==> src/rtl/conv_pkg.sv <==
// Shared types and constants for the 3x3 convolution stage.
// Kernels pack nine signed 4-bit coefficients, coefficient k in bits [4k+3:4k].
package conv_pkg;

    typedef enum logic {
        ST_IDLE = 1'b0,
        ST_MAC  = 1'b1
    } state_t;

    localparam int PIX_W  = 8;
    localparam int COEF_W = 4;
    localparam int SUM_W  = 17;
    localparam int PROD_W = 13;
    localparam int N_TAPS = 9;
    localparam int KERN_W = COEF_W * N_TAPS;

    localparam logic [KERN_W-1:0] K_LAPLACE4 = 36'h0_F_0_F_4_F_0_F_0;
    localparam logic [KERN_W-1:0] K_SOBEL_X  = 36'h1_0_F_2_0_E_1_0_F;
    localparam logic [KERN_W-1:0] K_SOBEL_Y  = 36'h1_2_1_0_0_0_F_E_F;
    localparam logic [KERN_W-1:0] K_BOX      = 36'h1_1_1_1_1_1_1_1_1;

    function automatic logic signed [COEF_W-1:0] kernel_coef(
        input logic [KERN_W-1:0] kernel,
        input logic [3:0]        k
    );
        return kernel[COEF_W*k +: COEF_W];
    endfunction

endpackage

==> src/rtl/conv3x3_sat_abs.sv <==
// Signed sum to 8-bit pixel: magnitude, right shift by SHIFT, clamp to 255.
module sat_abs
    import conv_pkg::*;
#(
    parameter int SHIFT = 0
) (
    input  logic signed [SUM_W-1:0] sum,
    output logic        [PIX_W-1:0] pix
);

    logic [SUM_W-1:0] mag_s;
    logic [SUM_W-1:0] shr_s;

    // Magnitude is taken at full sum width; -2^16 is unreachable for 3x3 windows.
    always_comb begin
        mag_s = {SUM_W{1'b0}};
        shr_s = {SUM_W{1'b0}};
        pix   = {PIX_W{1'b0}};
        if (sum[SUM_W-1]) begin
            mag_s = $unsigned(-sum);
        end else begin
            mag_s = $unsigned(sum);
        end
        shr_s = mag_s >> SHIFT;
        if (shr_s > {{(SUM_W-PIX_W){1'b0}}, {PIX_W{1'b1}}}) begin
            pix = {PIX_W{1'b1}};
        end else begin
            pix = shr_s[PIX_W-1:0];
        end
    end

endmodule

==> src/rtl/conv3x3.sv <==
// 3x3 windowed convolution: snapshots a nine-byte window on i_recvd, then
// multiply-accumulates one kernel term per clock, producing a result every 9 cycles.
module conv3x3
    import conv_pkg::*;
#(
    parameter logic [KERN_W-1:0] KERNEL = K_LAPLACE4,
    parameter int                SHIFT  = 0
) (
    input  logic                           i_clk,
    input  logic                           i_rst,
    input  logic [N_TAPS-1:0][PIX_W-1:0]   i_mat,
    input  logic                           i_recvd,
    output logic [PIX_W-1:0]               o_pix,
    output logic signed [SUM_W-1:0]        o_sum,
    output logic                           o_valid,
    output logic                           o_busy,
    output logic                           o_overrun
);

    state_t                         state_r;
    logic [3:0]                     idx_r;
    logic signed [SUM_W-1:0]        acc_r;
    logic [N_TAPS-1:0][PIX_W-1:0]   win_r;

    logic [3:0]                     sel_s;
    logic [PIX_W-1:0]               tap_s;
    logic signed [COEF_W-1:0]       coef_s;
    logic signed [PROD_W-1:0]       prod_s;
    logic signed [SUM_W-1:0]        sum_s;
    logic [PIX_W-1:0]               pix_s;

    // Current term: unsigned window byte times signed coefficient, added to acc.
    always_comb begin
        sel_s  = 4'd0;
        tap_s  = {PIX_W{1'b0}};
        coef_s = {COEF_W{1'b0}};
        prod_s = {PROD_W{1'b0}};
        sum_s  = {SUM_W{1'b0}};
        if (idx_r > 4'd8) begin
            sel_s = 4'd8;
        end else begin
            sel_s = idx_r;
        end
        tap_s  = win_r[sel_s];
        coef_s = kernel_coef(KERNEL, sel_s);
        prod_s = PROD_W'($signed({1'b0, tap_s})) * PROD_W'(coef_s);
        sum_s  = acc_r + SUM_W'(prod_s);
    end

    sat_abs #(
        .SHIFT (SHIFT)
    ) u_sat_abs (
        .sum (sum_s),
        .pix (pix_s)
    );

    // Control FSM and MAC datapath; a window arriving on the final term is taken without a bubble.
    always_ff @(posedge i_clk or posedge i_rst) begin
        if (i_rst) begin
            state_r   <= ST_IDLE;
            idx_r     <= 4'd0;
            acc_r     <= {SUM_W{1'b0}};
            win_r     <= '0;
            o_pix     <= {PIX_W{1'b0}};
            o_sum     <= {SUM_W{1'b0}};
            o_valid   <= 1'b0;
            o_busy    <= 1'b0;
            o_overrun <= 1'b0;
        end else begin
            o_valid <= 1'b0;
            case (state_r)
                ST_IDLE: begin
                    if (i_recvd) begin
                        win_r   <= i_mat;
                        acc_r   <= {SUM_W{1'b0}};
                        idx_r   <= 4'd0;
                        state_r <= ST_MAC;
                        o_busy  <= 1'b1;
                    end
                end
                ST_MAC: begin
                    if (idx_r == 4'd8) begin
                        o_sum   <= sum_s;
                        o_pix   <= pix_s;
                        o_valid <= 1'b1;
                        acc_r   <= {SUM_W{1'b0}};
                        idx_r   <= 4'd0;
                        if (i_recvd) begin
                            win_r   <= i_mat;
                            state_r <= ST_MAC;
                            o_busy  <= 1'b1;
                        end else begin
                            state_r <= ST_IDLE;
                            o_busy  <= 1'b0;
                        end
                    end else begin
                        acc_r <= sum_s;
                        idx_r <= idx_r + 4'd1;
                        if (i_recvd) begin
                            o_overrun <= 1'b1;
                        end
                    end
                end
                default: begin
                    state_r <= ST_IDLE;
                    idx_r   <= 4'd0;
                    acc_r   <= {SUM_W{1'b0}};
                    o_busy  <= 1'b0;
                end
            endcase
        end
    end

endmodule

==> config.mk <==
export PLATFORM = sky130hd
export DESIGN_NAME = conv3x3
export DESIGN_NICKNAME = d
export VERILOG_FILES = /design/src/rtl/conv_pkg.sv /design/src/rtl/conv3x3_sat_abs.sv /design/src/rtl/conv3x3.sv
export SDC_FILE = /design/constraint.sdc
export NUM_CORES = 1
export LEC_CHECK = 0
export ABC_AREA = 1
export CORE_MARGIN = 2
export CORE_UTILIZATION = 49
export DETAILED_ROUTE_END_ITERATION = 7
export GPL_TIMING_DRIVEN = 1
export PLACE_DENSITY_LB_ADDON = 0.15
export SLEW_MARGIN = 20
export SYNTH_ARGS = -nofsm -noshare
export SYNTH_HDL_FRONTEND = slang
export SYNTH_SLANG_ARGS = --single-unit
export TNS_END_PERCENT = 20
==> constraint.sdc <==
create_clock -name i_clk -period 6.7 [get_ports i_clk]
set_clock_uncertainty 0.05 [all_clocks]
set_input_delay 1.34 -clock i_clk [delete_from_list [all_inputs] [get_ports i_clk]]
set_output_delay 1.34 -clock i_clk [all_outputs]
set_load 0.02 [all_outputs]
[Yosys cells after proc, flatten, opt, wreduce, memory -nomap -nowiden]
Index checks and enable logic that the tools add are counted.
Cells by class
  multipliers: 1
  equal/unequal tests: 3
  multiplexer cells: 22
  $lt $le $gt $ge: 3
  $add $sub $neg: 3
  shift operators: 1
  reduce and logical (&&, ||, !) cells: 3
  bitwise operators: 2
Operator list (number)
  72-bit 2-to-1 mux: 2
  72-bit case mux with 2 select lines: 1
  17-bit 2-to-1 mux: 3
  36-bit by 7-bit variable part select with 4-bit output, first input constant: 1
  17-bit case mux with 2 select lines: 1
  8-bit binary-select mux with 4-bit select: 1
  17-bit by 13-bit adder with 17-bit output: 1
  17-bit by 8-bit greater-than comparator with 1-bit output, second input constant: 1
  17-bit negator: 1
  8-bit 2-to-1 mux: 2
  9-bit by 4-bit multiplier with 13-bit output: 1
  4-bit 2-to-1 mux: 3
  4-bit case mux with 2 select lines: 1
  1-bit 2-to-1 mux: 6
  4-bit by 5-bit < comparator with 1-bit output, second input constant: 1
  4-bit by 1-bit adder with 4-bit output, second input constant: 1
  4-bit equality test, second input constant: 1
  4-bit greater-than comparator, second input constant: 1
  1-bit case mux with 2 select lines: 2
  2-bit AND reduction: 2
  3-bit AND reduction: 1
  2-bit by 1-bit inequality test with 1-bit output, second input constant: 1
  2-bit inequality test, second input constant: 1
  1-bit inverter: 2
Word-level totals
  bits in registers: 122
  word-level logic and storage cells: 55
  bits of input ports: 75
  output and inout port bits: 28

[Logic depth before layout (Yosys ltp)]
Gate-level depths: netlist of the first run.
  word-level depth: 10
  depth in mapped cells: 37
  mapped depth without buffers: 36

[Hierarchy]
A second synthesis of the first run with hierarchy kept.
Second synthesis, totals
  cell total of the unflattened synthesis: 893
  area total of the unflattened synthesis: 7852.5 µm²
Modules (own cells, without submodules)
  conv3x3: area an instance 7349.5 µm², instances 1, cells each 787, seq. area each 2977.9 µm²
  sat_abs: area an instance 503.0 µm², instances 1, cells each 106, seq. area each 0.0 µm²

[Worst setup path before layout of the first run]
OpenSTA, ideal clock, no wires.
  path type: register -> register
  from: register idx_r[0]
  to: register o_pix[1]
  data arrival time: 4.947 ns
  stages on the path, launching flop included: 34
  path buffers: 2
  required time: 6.534 ns
  library setup time: 0.116 ns
  clock period less this slack: 5.113 ns
  slack: 1.587 ns
  path through: dfrtp_1 inv_2 ha_1 nand3_1 nand2_1 nand2_1 inv_2 buf_4 buf_4 nand2_1 a32o_1 nand2_1 nand2_1 nor2_1 fa_1 fa_1 inv_1 fa_1 inv_1 ha_1 nand2_1 nand2_2 inv_2 nand2_2 nand2_1 nand2_1 xnor2_2 nand2_1 nor2_1 nand3_1 a21oi_2 nand3_2 nor2_1 nor2_1
On the way
  cells in the longest elaborated chain, start to end: 10
  elaborated cells on any way between the ends: 13
  classes of those cells: 2 x add/sub; 1 x mul; 2 x order compare; 1 x eq/ne; 1 x shift; 5 x mux; 1 x reduce/logical
RTL lines
  from (decl): line conv3x3.sv:21  | logic [3:0] idx_r;
  from (signal assigned): line conv3x3.sv:98  | idx_r <= idx_r + 4'd1;
  branches (longest 10 deep; another with 17-bit by 13-bit adder with 17-bit output)
  to (signal assigned): line conv3x3.sv:64  | o_pix <= {PIX_W{1'b0}};
  to (signal assigned): line conv3x3.sv:84  | o_pix <= pix_s;
  to (decl): line conv3x3.sv:13  | output logic [PIX_W-1:0] o_pix,
Parallel ways; which one is timed is not known. The select of a mux whose other input is x is not followed.
A chain may end at the register's enable or synchronous reset.

[Worst setup path in the final report of the first run]
Same ends and word-level chain as after synthesis.

==> impl_results.html, run 1 <==
<table>
<tr><th>Metric</th><th>Value</th></tr>
<tr><th colspan="2">Placed design</th></tr>
<tr><td>Hpwl dp</td><td>12,540 um</td></tr>
<tr><td>Routability-driven placement congestion ratio</td><td>0.8833</td></tr>
<tr><td>Port bufs</td><td>100</td></tr>
<tr><th colspan="2">Finish</th></tr>
<tr><td>Post-layout nets</td><td>1,115</td></tr>
<tr><td>FILL cells</td><td>1,349</td></tr>
<tr><td>Number of inserted diodes</td><td>0</td></tr>
<tr><td>Fraction of final layout cells with drive strength greater than 1</td><td>15.17%</td></tr>
<tr><td>Synthesis-to-finish area growth</td><td>24.37%</td></tr>
<tr><th colspan="2">Drt</th></tr>
<tr><td>DRC violations left</td><td>0</td></tr>
<tr><td>First-iteration detailed-routing DRC count</td><td>374</td></tr>
<tr><td>Number of vias after detailed routing</td><td>6,020</td></tr>
<tr><td>Pre-Repair DR Iteration Count</td><td>5</td></tr>
<tr><td>Post-DR wirelength/cell</td><td>14.70 um</td></tr>
<tr><td>Post-detailed-route count of antenna-violating nets</td><td>0</td></tr>
<tr><td>Routed wire length</td><td>17,310 um</td></tr>
<tr><td>Vias per inst</td><td>5.115</td></tr>
<tr><th colspan="2">CTS</th></tr>
<tr><td>Max Root-Sink Buffers</td><td>2</td></tr>
<tr><td>Post-cts repair resize count</td><td>0</td></tr>
<tr><td>Clock latency at the later pin of the worst-skew pair</td><td>0.42 ns</td></tr>
<tr><td>Number of buffers inserted by post-CTS setup repair</td><td>0</td></tr>
<tr><td>TritonCTS clock tree</td><td>done</td></tr>
<tr><td>Number of buffers added to fix hold violations after cts</td><td>0</td></tr>
<tr><td>CTS H-Tree Depth</td><td>4</td></tr>
<tr><td>Clock root cell</td><td>clkbuf_16</td></tr>
<tr><td>Clk sink count</td><td>120</td></tr>
<tr><td>Clock-pin slew reported for the worst setup and hold paths after clock tree synthesis</td><td>0.06 ns</td></tr>
<tr><td>CTS Buf Count</td><td>17</td></tr>
<tr><th colspan="2">Global routing</th></tr>
<tr><td>Leftover overflow at the end of global routing</td><td>0</td></tr>
<tr><td>Number of antenna violations at the first check in global routing</td><td>0</td></tr>
<tr><td>GRT Total Usage</td><td>22.99%</td></tr>
<tr><td>First-pass GRT wire length</td><td>29,330 um</td></tr>
<tr><td>Pin count of the biggest net entering global routing</td><td>72</td></tr>
<tr><td>Vias in the first global route</td><td>6,020</td></tr>
<tr><th colspan="2">Timing</th></tr>
<tr><td>Worst slew pin tran</td><td>0.9631 ns</td></tr>
<tr><td>Period Utilization, post-route</td><td>91.61%</td></tr>
<tr><td>Final slew viol count</td><td>0</td></tr>
<tr><td>Minimum clock period after layout</td><td>6.138 ns</td></tr>
<tr><td>Total negative slack for setup checks</td><td>0 ns</td></tr>
<tr><td>Fin. Hold Viols</td><td>0</td></tr>
<tr><td>Final-report setup violation count</td><td>0</td></tr>
<tr><td>Peak clock frequency supported by timing</td><td>162.9 MHz</td></tr>
<tr><td>Worst max-slew margin expressed relative to the limit</td><td>35.57%</td></tr>
<tr><td>Unrepaired setup endpoints after global routing</td><td>false</td></tr>
<tr><th colspan="2">Min path</th></tr>
<tr><td>Start point of the worst min-delay path</td><td>o_sum[0]</td></tr>
<tr><td>Min-Delay Path Depth</td><td>2</td></tr>
<tr><td>Path class of the lowest-slack min-delay path</td><td>flop to flop</td></tr>
<tr><td>Worst Hold Path EP</td><td>o_sum[0]</td></tr>
<tr><th colspan="2">Job</th></tr>
<tr><td>Max Cap Violations</td><td>0</td></tr>
<tr><th colspan="2">Setup path</th></tr>
<tr><td>Peak per-stage delay on the critical path</td><td>0.55 ns</td></tr>
<tr><td>Logic depth of the worst register-to-register path</td><td>31</td></tr>
<tr><td>Class of the most critical setup path</td><td>flop to flop</td></tr>
<tr><td>Worst setup SP type</td><td>flop</td></tr>
<tr><td>Crit Path Max Fanout</td><td>38</td></tr>
<tr><td>Arrival time of the worst setup path</td><td>6.40 ns</td></tr>
<tr><td>Most frequent cell on the critical path</td><td>nand2_1</td></tr>
<tr><td>Slack of the worst reg-to-reg path</td><td>0.56 ns</td></tr>
<tr><td>Capture point of the worst reg-to-reg path</td><td>o_pix[1]</td></tr>
<tr><td>Critical Path Slowest Stage Cell</td><td>fa_1</td></tr>
<tr><td>Crit Reg-Reg Startpoint</td><td>idx_r[0]</td></tr>
<tr><td>Kind of end point of the critical path</td><td>flop</td></tr>
<tr><td>Data required time at the worst endpoint</td><td>6.96 ns</td></tr>
<tr><th colspan="2">Floorplan</th></tr>
<tr><td>Initial core utilization</td><td>49.79%</td></tr>
<tr><td>Overall die height</td><td>128.1 um</td></tr>
<tr><td>Core Box Area</td><td>15,150 sq um</td></tr>
<tr><td>Full die area</td><td>16,400 sq um</td></tr>
<tr><td>Top-level I/O count</td><td>103</td></tr>
<tr><td>Row Count</td><td>45</td></tr>
<tr><td>Die X</td><td>128.1 um</td></tr>
<tr><th colspan="2">Logic synthesis</th></tr>
<tr><td>Mean Syn Cell Area</td><td>8.618 sq um</td></tr>
<tr><td>Portion of the post-synthesis area used by sequential elements</td><td>39.82%</td></tr>
<tr><td>Instance count of the mapped netlist</td><td>875</td></tr>
<tr><td>Total of warnings raised by yosys</td><td>0</td></tr>
<tr><td>Post-synth EDFFs</td><td>0</td></tr>
<tr><td>Post-synthesis cell area</td><td>7541 sq um</td></tr>
<tr><td>Net count of the mapped netlist</td><td>1,014</td></tr>
<tr><td>Count of cell types in the netlist</td><td>41</td></tr>
<tr><td>Post-synthesis sequential element count</td><td>120</td></tr>
<tr><td>Most frequently used flop master after synthesis</td><td>dfrtp_1</td></tr>
<tr><td>Fraction of synthesis flops using an asynchronous set or reset pin</td><td>100.0%</td></tr>
<tr><th colspan="2">Status</th></tr>
<tr><td>Outcome</td><td>finished clean</td></tr>
</table>
flip-flops by register name (all words and copies together) (netlist names):
register and cells:
win_r 70, o_sum 17, o_busy 1, o_overrun 1, o_valid 1, idx_r 4, acc_r 17, state_r 1
o_pix 8
critical path, delay by kind of cell, from the launching register on:
kind                       cells  cell delay (ns)
AOI/OAI and AO/OA              3             0.59
xor gates and xnor gates       1             0.36
DFF                            1             0.42
adders and majority gates      5             2.16
and+or+nand+nor               17             1.78
buffers and inverters          5             0.66
synth_stat cells, types with 3 or more instances:
cell | instances | area, sq um
a21oi_1 | 33 | 165.2
a21oi_2 | 3 | 26.28
a32o_1 | 7 | 70.07
buf_2 | 11 | 55.05
buf_4 | 5 | 37.54
clkbuf_1 | 9 | 33.78
dfrtp_1 | 120 | 3003
fa_1 | 23 | 460.4
ha_1 | 41 | 513.0
inv_1 | 128 | 480.5
inv_2 | 7 | 26.28
mux2_2 | 61 | 686.9
nand2_1 | 189 | 709.4
nand2_2 | 16 | 100.1
nand3_1 | 28 | 140.1
nand3_2 | 6 | 60.06
nand4_1 | 8 | 50.05
nor2_1 | 82 | 307.8
nor2_2 | 5 | 31.28
o21ai_0 | 51 | 255.2
o22ai_1 | 7 | 43.79
or2_2 | 7 | 43.79
xor2_1 | 5 | 43.79
stage by stage:
step | util (%) | hold slack (ns) | setup WS [ns] | area (sq um) | cells
2_1_floorplan | - | 0.4094 | 1.587 | 7541 | 875
3_3_place_gp | 57.47 | 0.4113 | 0.6027 | 8705 | 1145
3_5_place_dp | 57.47 | 0.4087 | 0.5921 | 8705 | 1145
4_1_cts | 61.92 | 0.4232 | 0.5385 | 9378 | 1177
5_1_grt | 61.92 | 0.4386 | 0.02631 | 9379 | 1177
6_report | 61.92 | 0.4187 | 0.5623 | 9379 | 1177
cells by family after synthesis:
family                   synth area share [%]
multiplexers                            9.109
AND/OR/NAND/NOR                         19.63
flip-flops                              39.82
AO/OA/AOI/OAI                           8.694
adder cells (fa/ha/maj)                 12.91
buffers and inverters                   8.595
XOR/XNOR                                1.245
cell usage in the layout (no fill, tap or decap), drive strengths merged:
master,instances
o211ai,2
clkbuf,22
nand4,8
clkinvlp,1
a31oi,2
xnor2,3
inv,135
o21bai,1
clkinv,5
nand3b,1
nand2,206
o32ai,1
mux2,61
bufinv,5
o311ai,1
dfrtp,120
a32o,7
o21ai,53
a21oi,37
a211oi,1
o221ai,1
o22ai,7
or2,7
clkdlybuf4s50,100
fa,23
nand3,34
and2,2
ha,41
buf,8
xor2,6
nor4,1
nor2,87
worst max path at each step:
stage	from	to	slack, ns	cells past startpoint
2_1_floorplan	idx_r[0]	o_pix[1]	1.59	33
6_report	idx_r[0]	o_pix[1]	0.56	31
5_1_grt	idx_r[0]	o_pix[1]	0.03	29
3_3_place_gp	idx_r[0]	o_pix[1]	0.60	32
3_5_place_dp	idx_r[0]	o_pix[1]	0.59	32
4_1_cts	idx_r[1]	o_pix[1]	0.54	32
area by class of cell:
cell class              count  area [sq um]  area share, %
clock inverters            10         188.9          2.014
well taps                 188         235.2          2.508
flip-flops and latches    120          3003          32.02
clock buffers              22         484.2          5.163
repair buffers            108          1061          11.31
multi-input cells         593          3892          41.50
inverters                 136         514.2          5.483
metal layers:
layer  routed length (um)  GRT usage (%)  up-vias
met4                  311          7.563        0
met3                  574          4.466       28
li1                     -              -     3017
met5                    0              0        -
met2                 8141          37.37      102
met1                 8278          31.19     2873
Power of run 1 is not shown: default switching activity piles up to over one toggle a cycle in this logic, so the estimate is an artifact.
==> inputs of run 2 (changes only) <==
- REMOVE_ABC_BUFFERS: not set -> 1
==> run 2 against run 1 <==
First-iteration DRC count is 18% lower; worst hold slack better by 0.00091 ns; maximum frequency is 4.0% higher; global-route usage is 1.3 points lower; final area is 0.28% higher; non-clock buffer count is 2 higher; flip-flop and latch count stayed put; routed wire length is 3.3% lower; largest cell class unchanged.
==> impl_results.html, run 2 (synthesized netlist as in run 1, its figures left out) <==
<table>
<tr><th>Metric</th><th>Value</th></tr>
<tr><th colspan="2">Global routing</th></tr>
<tr><td>Number of antenna violations at the first check in global routing</td><td>0 (unchanged)</td></tr>
<tr><td>Pin count of the biggest net entering global routing</td><td>81 (was 72)</td></tr>
<tr><td>Leftover overflow at the end of global routing</td><td>0 (unchanged)</td></tr>
<tr><td>Vias in the first global route</td><td>5,738 (was 6,020)</td></tr>
<tr><td>GRT Total Usage</td><td>21.70% (was 22.99%)</td></tr>
<tr><td>First-pass GRT wire length</td><td>27,750 um (was 29,330 um)</td></tr>
<tr><th colspan="2">Timing</th></tr>
<tr><td>Fin. Hold Viols</td><td>0 (unchanged)</td></tr>
<tr><td>Final-report setup violation count</td><td>0 (unchanged)</td></tr>
<tr><td>Period Utilization, post-route</td><td>88.11% (was 91.61%)</td></tr>
<tr><td>Peak clock frequency supported by timing</td><td>169.4 MHz (was 162.9 MHz)</td></tr>
<tr><td>Setup WS post-layout</td><td>0.7967 ns (was 0.5623 ns)</td></tr>
<tr><td>Worst slew pin tran</td><td>0.9895 ns (was 0.9631 ns)</td></tr>
<tr><td>Worst max-slew margin expressed relative to the limit</td><td>34.03% (was 35.57%)</td></tr>
<tr><td>Minimum clock period after layout</td><td>5.903 ns (was 6.138 ns)</td></tr>
<tr><td>Final slew viol count</td><td>0 (unchanged)</td></tr>
<tr><td>Unrepaired setup endpoints after global routing</td><td>false (unchanged)</td></tr>
<tr><td>Total negative slack for setup checks</td><td>0 ns (unchanged)</td></tr>
<tr><th colspan="2">Floorplan</th></tr>
<tr><td>Top-level I/O count</td><td>103 (unchanged)</td></tr>
<tr><td>Die X</td><td>128.1 um (unchanged)</td></tr>
<tr><td>Core Box Area</td><td>15,150 sq um (unchanged)</td></tr>
<tr><td>Initial core utilization</td><td>49.79% (unchanged)</td></tr>
<tr><td>Row Count</td><td>45 (unchanged)</td></tr>
<tr><td>Full die area</td><td>16,400 sq um (unchanged)</td></tr>
<tr><td>Overall die height</td><td>128.1 um (unchanged)</td></tr>
<tr><th colspan="2">Drt</th></tr>
<tr><td>Pre-Repair DR Iteration Count</td><td>4 (was 5)</td></tr>
<tr><td>Routed wire length</td><td>16,740 um (was 17,310 um)</td></tr>
<tr><td>Top layer used by detailed routing</td><td>met4 (unchanged)</td></tr>
<tr><td>Length of routed wiring on met1</td><td>7901 um (was 8278 um)</td></tr>
<tr><td>Met2 wirelength from detailed routing</td><td>8009 um (was 8141 um)</td></tr>
<tr><td>First-iteration detailed-routing DRC count</td><td>308 (was 374)</td></tr>
<tr><td>Met3 routed wirelength</td><td>643 um (was 574 um)</td></tr>
<tr><td>Vias per inst</td><td>5.020 (was 5.115)</td></tr>
<tr><td>Post-detailed-route count of antenna-violating nets</td><td>0 (unchanged)</td></tr>
<tr><td>Post-DR wirelength/cell</td><td>14.20 um (was 14.70 um)</td></tr>
<tr><td>DRC violations left</td><td>0 (unchanged)</td></tr>
<tr><td>Number of vias after detailed routing</td><td>5,919 (was 6,020)</td></tr>
<tr><th colspan="2">Setup path</th></tr>
<tr><td>Worst setup SP type</td><td>flop (unchanged)</td></tr>
<tr><td>Start point of the critical path</td><td>idx_r[0] (unchanged)</td></tr>
<tr><td>Arrival time of the worst setup path</td><td>6.16 ns (was 6.40 ns)</td></tr>
<tr><td>Critical Path Slowest Stage Cell</td><td>fa_1 (unchanged)</td></tr>
<tr><td>Kind of end point of the critical path</td><td>flop (unchanged)</td></tr>
<tr><td>Crit Path Max Fanout</td><td>11 (was 38)</td></tr>
<tr><td>Slack of the worst reg-to-reg path</td><td>0.80 ns (was 0.56 ns)</td></tr>
<tr><td>Crit Reg-Reg Startpoint</td><td>idx_r[0] (unchanged)</td></tr>
<tr><td>Most frequent cell on the critical path</td><td>nand2_1 (unchanged)</td></tr>
<tr><td>Capture point of the worst reg-to-reg path</td><td>o_pix[3] (was o_pix[1])</td></tr>
<tr><td>Logic depth of the worst register-to-register path</td><td>33 (was 31)</td></tr>
<tr><td>Data required time at the worst endpoint</td><td>6.96 ns (about the same)</td></tr>
<tr><td>Peak per-stage delay on the critical path</td><td>0.55 ns (about the same)</td></tr>
<tr><td>Class of the most critical setup path</td><td>flop to flop (unchanged)</td></tr>
<tr><td>Capture point of the worst path</td><td>o_pix[3] (was o_pix[1])</td></tr>
<tr><th colspan="2">Job</th></tr>
<tr><td>Max Cap Violations</td><td>0 (unchanged)</td></tr>
<tr><th colspan="2">Placed design</th></tr>
<tr><td>Worst slack, placed</td><td>0.8180 ns (was 0.5921 ns)</td></tr>
<tr><td>Hpwl dp</td><td>11,910 um (was 12,540 um)</td></tr>
<tr><td>Routability-driven placement congestion ratio</td><td>0.8571 (was 0.8833)</td></tr>
<tr><td>Port bufs</td><td>100 (unchanged)</td></tr>
<tr><td>Area after DPL</td><td>8740 sq um (was 8705 sq um)</td></tr>
<tr><td>Placed Instances</td><td>1,147 (was 1,145)</td></tr>
<tr><th colspan="2">Finish</th></tr>
<tr><td>Fraction of final layout cells with drive strength greater than 1</td><td>15.54% (was 15.17%)</td></tr>
<tr><td>FILL cells</td><td>1,310 (was 1,349)</td></tr>
<tr><td>Area of combinational cells with multiple inputs</td><td>3900 sq um (was 3892 sq um)</td></tr>
<tr><td>Synthesis-to-finish area growth</td><td>24.72% (was 24.37%)</td></tr>
<tr><td>Max reg flops</td><td>70 (unchanged)</td></tr>
<tr><td>Non-filler cells, final</td><td>1,179 (was 1,177)</td></tr>
<tr><td>Largest registers</td><td>win_r: 70 flops, acc_r: 17 flops, o_sum: 17 flops (unchanged)</td></tr>
<tr><td>Number of inserted diodes</td><td>0 (unchanged)</td></tr>
<tr><td>Leading cell types in the layout, fill and taps excluded</td><td>nand2_1, inv_1, dfrtp_1 (unchanged)</td></tr>
<tr><td>Post-layout nets</td><td>1,117 (was 1,115)</td></tr>
<tr><td>Most common cell after layout, fill and taps aside</td><td>nand2_1 (unchanged)</td></tr>
<tr><td>Largest register by flop count</td><td>win_r (unchanged)</td></tr>
<tr><td>FF/Latch Area</td><td>3003 sq um (unchanged)</td></tr>
<tr><td>Finished layout cell area</td><td>9405 sq um (was 9379 sq um)</td></tr>
<tr><th colspan="2">CTS</th></tr>
<tr><td>Post-cts repair resize count</td><td>0 (unchanged)</td></tr>
<tr><td>Clk sink count</td><td>120 (unchanged)</td></tr>
<tr><td>TritonCTS clock tree</td><td>done (unchanged)</td></tr>
<tr><td>CTS H-Tree Depth</td><td>4 (unchanged)</td></tr>
<tr><td>Number of buffers inserted by post-CTS setup repair</td><td>0 (unchanged)</td></tr>
<tr><td>CTS Buf Count</td><td>17 (unchanged)</td></tr>
<tr><td>Clock root cell</td><td>clkbuf_16 (unchanged)</td></tr>
<tr><td>Max Root-Sink Buffers</td><td>2 (unchanged)</td></tr>
<tr><td>Number of buffers added to fix hold violations after cts</td><td>0 (unchanged)</td></tr>
<tr><td>Clock-pin slew reported for the worst setup and hold paths after clock tree synthesis</td><td>0.06 ns (about the same)</td></tr>
<tr><td>Clock latency at the later pin of the worst-skew pair</td><td>0.42 ns (about the same)</td></tr>
<tr><th colspan="2">Status</th></tr>
<tr><td>Outcome</td><td>finished clean (unchanged)</td></tr>
<tr><th colspan="2">Min path</th></tr>
<tr><td>Path class of the lowest-slack min-delay path</td><td>flop to flop (unchanged)</td></tr>
</table>
run 2: through the flow:
step | hold WS (ns) | utilization (%)
6_report | 0.4196 | 62.10
3_3_place_gp | 0.4136 | 57.69
3_5_place_dp | 0.4138 | 57.70
4_1_cts | 0.4278 | 62.10
2_1_floorplan | 0.4094 | -
5_1_grt | 0.4558 | 62.10
run 2: layer usage:
layer  track usage [%]  vias up
met5                 0        -
met4             5.818        0
met3             5.008       17
met2             35.83       96
met1             28.95     2792
li1                  -     3014
run 2: worst min path at each step:
| stage | from | endpoint | slack, ns | depth (start not counted) |
|---|---|---|---|---|
| floorplan | acc_r[0] | acc_r[0] | 0.41 | 2 |
| detailed placement | o_sum[0] | o_sum[0] | 0.41 | 2 |
| CTS | o_sum[0] | o_sum[0] | 0.43 | 2 |
| finish | o_sum[0] | o_sum[0] | 0.42 | 2 |
| global placement | o_sum[0] | o_sum[0] | 0.41 | 2 |
| global route | win_r[0] | win_r[0] | 0.46 | 1 |
run 2: worst max-delay path, delay by kind of cell, from the launching register on:
family | cells | cell delay (ns)
adder cells (fa/ha/maj) | 5 | 2.13
AND/OR/NAND/NOR | 17 | 1.76
buffers and inverters | 6 | 0.57
AO/OA/AOI/OAI | 4 | 0.50
flip-flops | 1 | 0.43
XOR/XNOR | 1 | 0.36
run 2: layout make-up:
| type | count | share of cell area [%] |
|---|---|---|
| multi-input cells | 593 | 41.47 |
| flip-flops and latches | 120 | 31.93 |
| repair buffers | 110 | 11.57 |
| inverters | 136 | 5.454 |
| clock buffers | 17 | 4.523 |
| clock inverters | 15 | 2.554 |
| well taps | 188 | 2.501 |
Power of run 2 is left out for the same reason.
